## src/rtl/fifo_wr_arbiter.sv

```systemverilog
// Round-robin write arbiter: grants one requester at a time a burst of up to
// MAX_BURST words (or until its packet ends) into a shared synchronous FIFO.
module fifo_wr_arbiter #(
    parameter int unsigned N_REQ     = 4,
    parameter int unsigned WIDTH     = 16,
    parameter int unsigned MAX_BURST = 4,
    localparam int unsigned GID_W    = (N_REQ > 1) ? $clog2(N_REQ) : 1
) (
    input  logic                   clk,
    input  logic                   rst_n,
    input  logic [N_REQ-1:0]       req_valid,
    input  logic [N_REQ*WIDTH-1:0] req_data,
    input  logic [N_REQ-1:0]       req_last,
    output logic [N_REQ-1:0]       req_ready,
    input  logic                   fifo_full,
    output logic                   fifo_wr_en,
    output logic [WIDTH-1:0]       fifo_data,
    output logic [GID_W-1:0]       grant_id,
    output logic                   busy
);

    localparam int unsigned CNT_W = 4;

    typedef enum logic {IDLE, BURST} state_t;

    state_t             state;
    state_t             next_state;
    logic [CNT_W-1:0]   burst_cnt;
    logic [GID_W-1:0]   rr_ptr;
    logic [GID_W-1:0]   scan_idx;
    logic [GID_W-1:0]   sel_id;
    logic               any_valid;
    logic               gnt_valid;
    logic               gnt_last;
    logic [WIDTH-1:0]   gnt_data;
    logic               transfer;
    logic               burst_end;
    logic [GID_W-1:0]   rr_next;

    // Pick the first valid requester at or after rr_ptr; reverse scan so the
    // closest one to rr_ptr is assigned last and wins.
    always_comb begin
        sel_id    = rr_ptr;
        any_valid = 1'b0;
        scan_idx  = '0;
        for (int i = int'(N_REQ) - 1; i >= 0; i--) begin
            scan_idx = GID_W'((int'(rr_ptr) + i) % int'(N_REQ));
            if (req_valid[scan_idx]) begin
                any_valid = 1'b1;
                sel_id    = scan_idx;
            end
        end
    end

    // Mux out the granted requester's handshake signals and data.
    always_comb begin
        gnt_valid = 1'b0;
        gnt_last  = 1'b0;
        gnt_data  = '0;
        for (int i = 0; i < int'(N_REQ); i++) begin
            if (grant_id == GID_W'(i)) begin
                gnt_valid = req_valid[i];
                gnt_last  = req_last[i];
                gnt_data  = req_data[i*WIDTH +: WIDTH];
            end
        end
    end

    assign transfer  = (state == BURST) && gnt_valid && !fifo_full;
    assign burst_end = transfer &&
                       (gnt_last || (CNT_W'(burst_cnt + CNT_W'(1)) == CNT_W'(MAX_BURST)));
    assign rr_next   = (grant_id == GID_W'(N_REQ - 1)) ? '0 : GID_W'(grant_id + GID_W'(1));

    // State register.
    always_ff @(posedge clk or negedge rst_n) begin
        if (!rst_n) state <= IDLE;
        else        state <= next_state;
    end

    // Next-state logic: enter BURST on any request, leave on burst end.
    always_comb begin
        next_state = state;
        case (state)
            IDLE:    if (any_valid) next_state = BURST;
            BURST:   if (burst_end) next_state = IDLE;
            default: next_state = IDLE;
        endcase
    end

    // Output logic: only the granted requester sees ready, and only when the FIFO has room.
    always_comb begin
        req_ready  = '0;
        fifo_wr_en = 1'b0;
        fifo_data  = '0;
        busy       = 1'b0;
        if (state == BURST) begin
            busy       = 1'b1;
            fifo_wr_en = transfer;
            fifo_data  = gnt_data;
            for (int i = 0; i < int'(N_REQ); i++) begin
                if (grant_id == GID_W'(i)) req_ready[i] = !fifo_full;
            end
        end
    end

    // Grant, burst counter and round-robin pointer registers.
    always_ff @(posedge clk or negedge rst_n) begin
        if (!rst_n) begin
            grant_id  <= '0;
            burst_cnt <= '0;
            rr_ptr    <= '0;
        end else begin
            if (state == IDLE && any_valid) begin
                grant_id  <= sel_id;
                burst_cnt <= '0;
            end else if (transfer) begin
                burst_cnt <= CNT_W'(burst_cnt + CNT_W'(1));
            end
            if (burst_end) rr_ptr <= rr_next;
        end
    end

endmodule

```

## config.mk

```make
export PLATFORM = sky130hd
export DESIGN_NAME = fifo_wr_arbiter
export DESIGN_NICKNAME = d
export VERILOG_FILES = /design/src/rtl/fifo_wr_arbiter.sv
export SDC_FILE = /design/constraint.sdc
export NUM_CORES = 1
export LEC_CHECK = 0
export ABC_AREA = 1
export CAP_MARGIN = 5
export CORE_MARGIN = 4
export CORE_UTILIZATION = 38
export CTS_CLUSTER_DIAMETER = 150
export DETAILED_ROUTE_END_ITERATION = 10
export GPL_TIMING_DRIVEN = 0
export PLACE_DENSITY_LB_ADDON = 0.25
export SLEW_MARGIN = 25
export SYNTH_ARGS = -nofsm -noshare
export SYNTH_HDL_FRONTEND = slang
export SYNTH_SLANG_ARGS = --single-unit
```

## constraint.sdc

```tcl
create_clock -name clk -period 4.3 [get_ports clk]
set_clock_uncertainty 0.2 [all_clocks]
set_input_delay 0.43 -clock clk [delete_from_list [all_inputs] [get_ports clk]]
set_output_delay 0.43 -clock clk [all_outputs]
set_load 0.02 [all_outputs]
```

==> Yosys cells after proc, flatten, opt, wreduce, memory -nomap -nowiden <==
Index checks and enable logic that the tools add are counted.
{ "totals": {"inputBits": 75, "out_inout_bits": 24, "ff_bits": 9} }
{ "classes": {"magnitude_cmp": 4, "n_eq_ne": 4, "mux": 42, "n_bitwise": 1, "n_addsub": 5, "n_reduce_logical": 8} }
{ "op_table": {"columns": ["cell", "n"], "rows": [
  ["$mux W16", 5],
  ["$mux W1", 24],
  ["$lt A2 B3 Y1 const B", 4],
  ["$mux W4", 3],
  ["$mux W2", 5],
  ["$bmux W1 S2", 4],
  ["$add A2 B1 Y2 const B", 2],
  ["$add A2 B2 Y2 const B", 2],
  ["$add A4 B1 Y4 const B", 1],
  ["$eq A2 B2 Y1 const B", 2],
  ["$eq A4 B3 Y1 const B", 1],
  ["$logic_and A1 B1 Y1", 4],
  ["$eq A2 B1 Y1 const B", 1],
  ["$logic_not A2 Y1", 1],
  ["$pmux W1 S2", 1],
  ["$reduce_bool A2 Y1", 1],
  ["$logic_not A1 Y1", 1],
  ["$logic_or A1 B1 Y1", 1],
  ["$not A1 Y1", 1]
]} }

==> Depth between registers and ports, before layout <==
{ "logic_depth": {"ltp_word": 10, "mapped_depth": 13} }

==> Least setup slack after synthesis <==
Ideal clock, no wire load.
{ "synth_path": {"path_kind": "reg2out", "start": "register grant_id[1]", "end": "output fifo_data[10]", "n_path_buf": 3, "path_stages_with_launch": 11, "arrival_ns": 1.827, "required_time_ns": 3.670, "slack_ns": 1.843, "cell_sequence": "dfrtp_1 > inv_1 > ha_1 > buf_4 > inv_2 > buf_6 > buf_4 > nor2_1 > o21ai_0 > o21ai_0 > a21oi_1"} }
{ "synth_between": {"elab_chain_cells": 6} }
{ "synth_lines": {"columns": ["element", "line", "source"], "rows": [
  ["from (decl)", "18", "output logic [GID_W-1:0] grant_id,"],
  ["from (signal assigned)", "114", "grant_id <= sel_id;"],
  ["$logic_not A2 Y1", "61", "if (grant_id == GID_W'(i)) begin"],
  ["$mux W16 (3 in a row)", "61", null],
  ["$mux W16 (*)", "61", null],
  ["$mux W16 (*)", "96", "if (state == BURST) begin"],
  ["to (decl)", "17", "output logic [WIDTH-1:0] fifo_data,"]
]} }
Every way passes the cells marked *; elsewhere a longest branch is shown, timed or not.

==> Worst setup path in the final report <==
{ "layout_path": {"start": "register grant_id[1]", "end": "output fifo_data[6]"} }
Same word-level chain as after synthesis.

==> flow_summary_export.csv <==
group,metric,value,unit
synthesis,synth_cells,241,
worst_setup_path,endpoint_kind,"output port",
clock_network,cts_tree,"done",
floorplanning,initial_utilization,40.7,%
place,port_buffers,98,
finish,final_area,0.00249,mm^2
floorplanning,die-width,68.9,um
drt,top_layer,"met4",
clock_network,clock_path_buffers,2,
worst_setup_path,cp_num_buf_inv,6,
sta,relSlewSlack,68.8,%
sta,rsz0062_at_grt,"false",
drt,first_iter_violations,102,
floorplanning,num_rows,21,
floorplanning,die_area,0.00475,mm^2
drt,via_per_inst,4.97,
place,place_area,0.00245,mm^2
worst_setup_path,crit_chain,"inv_1 -> ha_1 -> buf_4 -> inv_2 -> buf_6 -> buf_4 -> nor2_1 -> o21ai_0 -> o21ai_0 -> a21oi_1 -> clkdlybuf4s50_1",
worst_setup_path,r2r_start,"grant_id[1]",
run_status,status,"completed",
worst_setup_path,cp_slowest_cell,"clkdlybuf4s50_1",
synthesis,synth_edf_count,0,
synthesis,yosysMostFrequentCell,"o21ai_0",
global_route,grt_pass1_vias,1769,
power,finalPower,0.00157,W
synthesis,syn_nets,322,
synthesis,syn_avg_cell_area,5.85,um^2
finish,syn2layout_area_growth,76.8,%
worst_setup_path,startpoint_type,"register",
clock_network,h-tree-depth,1,
sta,finalWorstPathRequiredPeriod,3.26,ns
clock_network,worstSkewPairLatency,0.23,ns
synthesis,synth-seq-cells,9,
floorplanning,ios,99,
worst_setup_path,critical_path.max_stage_delay,0.64,ns
global_route,antenna_found_initial,0,
sta,finalSetupViolCount,0,
worst_setup_path,required,3.67,ns
run,cap_violations,0,
drt,met2_length,2460,um
worst_setup_path,path_max_fanout,10,
sta,fin_crit_sh,75.9,%
clock_network,cts_buffers,3,
sta,slew_viol_final,0,
drt,wl_met1,2290,um
power,power.density,631,mW/mm^2
sta,max_freq,0.307,GHz
floorplanning,die_y,68.9,um
power,leakage,1.13,nW
synthesis,ys.flop_type,"dfrtp_1",
drt,ant_nets,0,
finish,nets,425,
hold_path,hold_class,"in -> async",
synthesis,ys_seq_area_share,16.0,%
finish,layout-drive-gt1-share,10.8,%
place,gp_congestion,0.841,
place,hpwl,4490,um
clock_network,cts.clk_slew.worst_paths,0.04,ns
drt,drc,0,
sta,finalSetupTns,0,ns
synthesis,synth_cell_types,27,
clock_network,ctsResizeCount,0,
drt,route.met3.wl,698,um
power,ir_worst_vdd,337,uV
worst_setup_path,crit_type,"reg -> out",
synthesis,yosysTopAreaCellShare,17.4,%
drt,wl_per_cell,14.2,um
clock_network,cts.sinks,9,
global_route,grt_overflow,0,
synthesis,synth_area_leaders,"o21ai_0 17%, dfrtp_1 16%, nand2_1 13%, a21oi_1 12%, ha_1 5.3%",
sta,timing.final.hold_violations,0,
synthesis,yosys_warnings,0,
floorplanning,core_region_area,0.00347,mm^2
synthesis,synth_common_cells,"49 x o21ai_0, 48 x nand2_1, 34 x a21oi_1",
drt,totalWireLength,5540,um
worst_setup_path,arrival,2.63,ns
clock_network,cts_setup_buffers,0,
synthesis,synthArstFlopShare,100,%
worst_setup_path,cp_top_family,"buffers and inverters",
global_route,grt_max_degree,11,
drt,firstDrtPassIters,4,
drt,vias,1932,
sta,worst_pin_slew,0.467,ns
global_route,grt_first_pass_wirelength,8500,um
clock_network,cts-root-buf,"clkbuf_8",
global_route,grt.total_usage,23.3,%
synthesis,yosys.area.top_type,"o21ai_0",
synthesis,synth_area,0.00141,mm^2
finish,diodes,0,
clock_network,cts_hold_buf,0,
worst_setup_path,critical_path.startpoint,"grant_id[1]",
-- worst reg2reg max path, delay by kind of cell, from the launching register on --
| kind | cells | cell delay [ns] |
|---|---|---|
| flops | 1 | 0.43 |
| fa+ha+maj | 1 | 0.19 |
| buf+inv | 4 | 0.45 |
| compound gates | 2 | 0.14 |
| simple gates | 5 | 0.43 |
-- path summary, 6_finish.rpt --
path	endpoint	slack [ns]	depth (start not counted)
max	fifo_data[6]	1.04	11
min	burst_cnt[1]	0.29	1
max reg2reg	rr_ptr[0]	2.35	12
min reg2reg	burst_cnt[0]	0.37	1
max in group asynchronous	grant_id[0]	3.33	1
min in group clk	burst_cnt[0]	0.37	1
-- layout by cell type, fill, tap and decap left out, types with 2 or more instances in the layout --
cell	netlist	routed
buf_6	2	2
nand2_4	3	3
nor2_1	20	20
inv_2	4	4
inv_1	15	15
dfrtp_1	9	9
nand3_2	3	3
clkbuf_1	6	7
a21oi_1	34	34
nor2_2	2	2
buf_4	3	3
nand2_1	48	48
o21ai_1	2	2
clkdlybuf4s50_1	0	98
nand3_1	12	12
buf_2	2	2
xor2_1	2	2
clkbuf_8	0	3
inv_4	3	3
ha_1	6	6
nand2_2	9	9
o21ai_0	49	49
-- registers in the layout, indices dropped and copies added (netlist names) --
name       flops
grant_id       2
burst_cnt      4
rr_ptr         2
state          1
-- layer usage --
metal / vias up / global-route usage, %
met5: - / 0
met1: 845 / 29.3
met4: 0 / 5.84
met3: 9 / 7.62
met2: 68 / 38.2
li1: 1010 / -
-- through the flow --
stage	cells	worst slack (ns)	utilization, %	hold WS [ns]
final	389	1.04	71.9	0.288
after global routing	389	0.810	71.9	0.324
after CTS	389	1.01	71.9	0.304
after detailed placement	385	1.27	70.6	0.364
after global placement	385	1.38	70.6	0.347
after floorplan	241	1.84	-	-0.0656
-- layout make-up --
| type | count | area [um^2] |
|---|---|---|
| multi-input cells | 195 | 1010 |
| repair buffers | 98 | 981 |
| fillers | 299 | 975 |
| flip-flops and latches | 9 | 225 |
| inverters | 23 | 93.8 |
| plain buffers | 14 | 81.3 |
| well taps | 46 | 57.6 |
| clock buffers | 4 | 45.0 |
-- cells by family after synthesis --
group,after synthesis,synth area share (%)
XOR/XNOR,2,1.24
adder cells (fa/ha/maj),6,5.32
buffers and inverters,37,12.4
AO/OA/AOI/OAI,89,32.8
AND/OR/NAND/NOR,98,32.2
flip-flops,9,16.0
-- power breakdown --
group / switching (W) / internal (W)
Sequential: 0.0000431 / 0.000114
Clock: 0.0000330 / 0.0000645
Combinational: 0.000750 / 0.000568
Power figures use the tool's default switching activity.
==> edit: new RTL, config.mk and constraints unchanged <==
Set the parameter `N_REQ` to 8 (it was 4).
--- a/src/rtl/fifo_wr_arbiter.sv
+++ b/src/rtl/fifo_wr_arbiter.sv
@@ -3,3 +3,3 @@
 module fifo_wr_arbiter #(
-    parameter int unsigned N_REQ     = 4,
+    parameter int unsigned N_REQ     = 8,
     parameter int unsigned WIDTH     = 16,
Interface: changed (5 resized); port bits go from 99 to 176. The function was not compared with the original's and may differ.
==> edit against the original RTL <==
- routed wire length grew 130%
- worst setup slack lost 0.26 ns
- final area grew 89%
- via count grew 110%
- fmax shrank 7.4%
- sequential share of layout area shrank 3.2 points
- count of clock-buffer cells in the layout is the same
- area after synthesis grew 98%
- sequential cell count grew 2
- power grew 110%
- final cell count grew 100%
==> edit: results (changes against the original RTL) <==
| Metric | Value |
|---|---|
| Outcome | finished clean (unchanged) |
| Overall routing resource usage | 0.2864 (was 0.2326) |
| Clk slew on worst S/H paths | 0.05 ns |
| Global-route wire length before repair | 20.02 mm (was 8.500 mm) |
| First-pass DRT Iterations | 5 (was 4) |
| Worst r2r src | rr_ptr[1] (was grant_id[1]) |
| Reg2reg path depth | 14 (was 12) |
| Top Registers | burst_cnt: 4 flops, grant_id: 3 flops, rr_ptr: 3 flops (was burst_cnt: 4 flops, grant_id: 2 flops, rr_ptr: 2 flops) |
| GPL Wtd Cong | 0.9163 (was 0.8414) |
| Initial drt markers | 185 (was 102) |
| Warnings, synthesis | 0 (unchanged) |
| Pin count of the biggest net entering global routing | 12 (was 11) |
| Worst path arrival time | 2.89 ns (was 2.63 ns) |
| VDD IR max | 0.4833 mV (was 0.3367 mV) |
| Antenna Cells | 0 (unchanged) |
| Count of cell types in the netlist | 37 (was 27) |
| Worst skew pair latency | 0.25 ns (was 0.23 ns) |
| Power share of the clock group | 0.032 (was 0.062) |
| Seq/Total Area, Yosys | 0.09839 (was 0.1597) |
| Place WS | 1.042 ns (was 1.275 ns) |
| Top FF cell, synth | dfrtp_1 (unchanged) |
| Via Count | 4148 (was 1932) |
| Share of layout cells above drive strength 1 | 0.08247 (was 0.1079) |
| Top cells by count, synth | nand2_1 (161), nand3_1 (93), inv_1 (36) (was o21ai_0 (49), nand2_1 (48), a21oi_1 (34)) |
| Lkg Pwr | 2.201 nW (was 1.134 nW) |
| Cell-internal power | 1.460 mW (was 0.7463 mW) |
| Reg2reg end | grant_id[1] (was rr_ptr[0]) |
| Port bufs | 175 (was 98) |
| Reg2Reg Setup Slack | 1.81 ns (was 2.35 ns) |
| Synth area leaders | nand2_1 (22%), nand3_1 (17%), dfrtp_1 (9.8%) (was o21ai_0 (17%), dfrtp_1 (16%), nand2_1 (13%)) |
| Dpl hpwl | 10.74 mm (was 4.494 mm) |
| Drt total wl | 12.84 mm (was 5.539 mm) |
| Syn nets | 657 (was 322) |
| Peak fanout along the critical path | 10 (unchanged) |
| Final net count | 837 (was 425) |
[edit: power by group through the flow]
stage	logic [mW]	registers (mW)	clock network, mW
global route	3.42	0.207	0.115
finish	3.07	0.199	0.109
global placement	3.02	0.196	0
CTS	3.08	0.199	0.110
detailed placement	3.06	0.200	0
floorplan	2.06	0.206	0
[edit: layer usage]
metal,global-route usage,share of wire
met5,0,0
met4,0.1360,0.044
met3,0.05208,0.086
met2,0.5186,0.50
met1,0.3201,0.37
[edit: how the worst max path moves through the flow]
stage / startpoint / endpoint / cells past startpoint
3_3_place_gp: grant_id[1] / fifo_data[7] / 14
2_1_floorplan: grant_id[1] / fifo_data[10] / 13
6_report: grant_id[0] / fifo_data[1] / 9
5_1_grt: grant_id[0] / fifo_data[2] / 10
3_5_place_dp: grant_id[0] / fifo_data[1] / 9
4_1_cts: grant_id[0] / fifo_data[1] / 9
[edit: cells by family after synthesis]
group                      count (synthesis)  synth area share
DFF                                       11           0.09839
AOI/OAI and AO/OA                         93            0.2017
and+or+nand+nor                          304            0.5040
buffers and inverters                     74            0.1207
xor gates and xnor gates                   8           0.03041
adders and majority gates                 10           0.04472
[edit: layout make-up]
cell class	instances	area (µm²)
plain buffers	28	160.2
clock buffers	4	45.04
fillers	718	2496
inverters	46	177.7
multi-input cells	415	2185
flip-flops and latches	11	275.3
well taps	99	123.9
repair buffers	175	1752
[edit: per-stage QoR]
stage               instances  hold WS [ns]  cell area [µm²]
floorplan                 500      -0.06559             2798
global placement          774        0.3070             4673
detailed placement        774        0.3438             4673
CTS                       778        0.3349             4718
global route              778        0.3552             4718
finish                    778        0.3217             4718
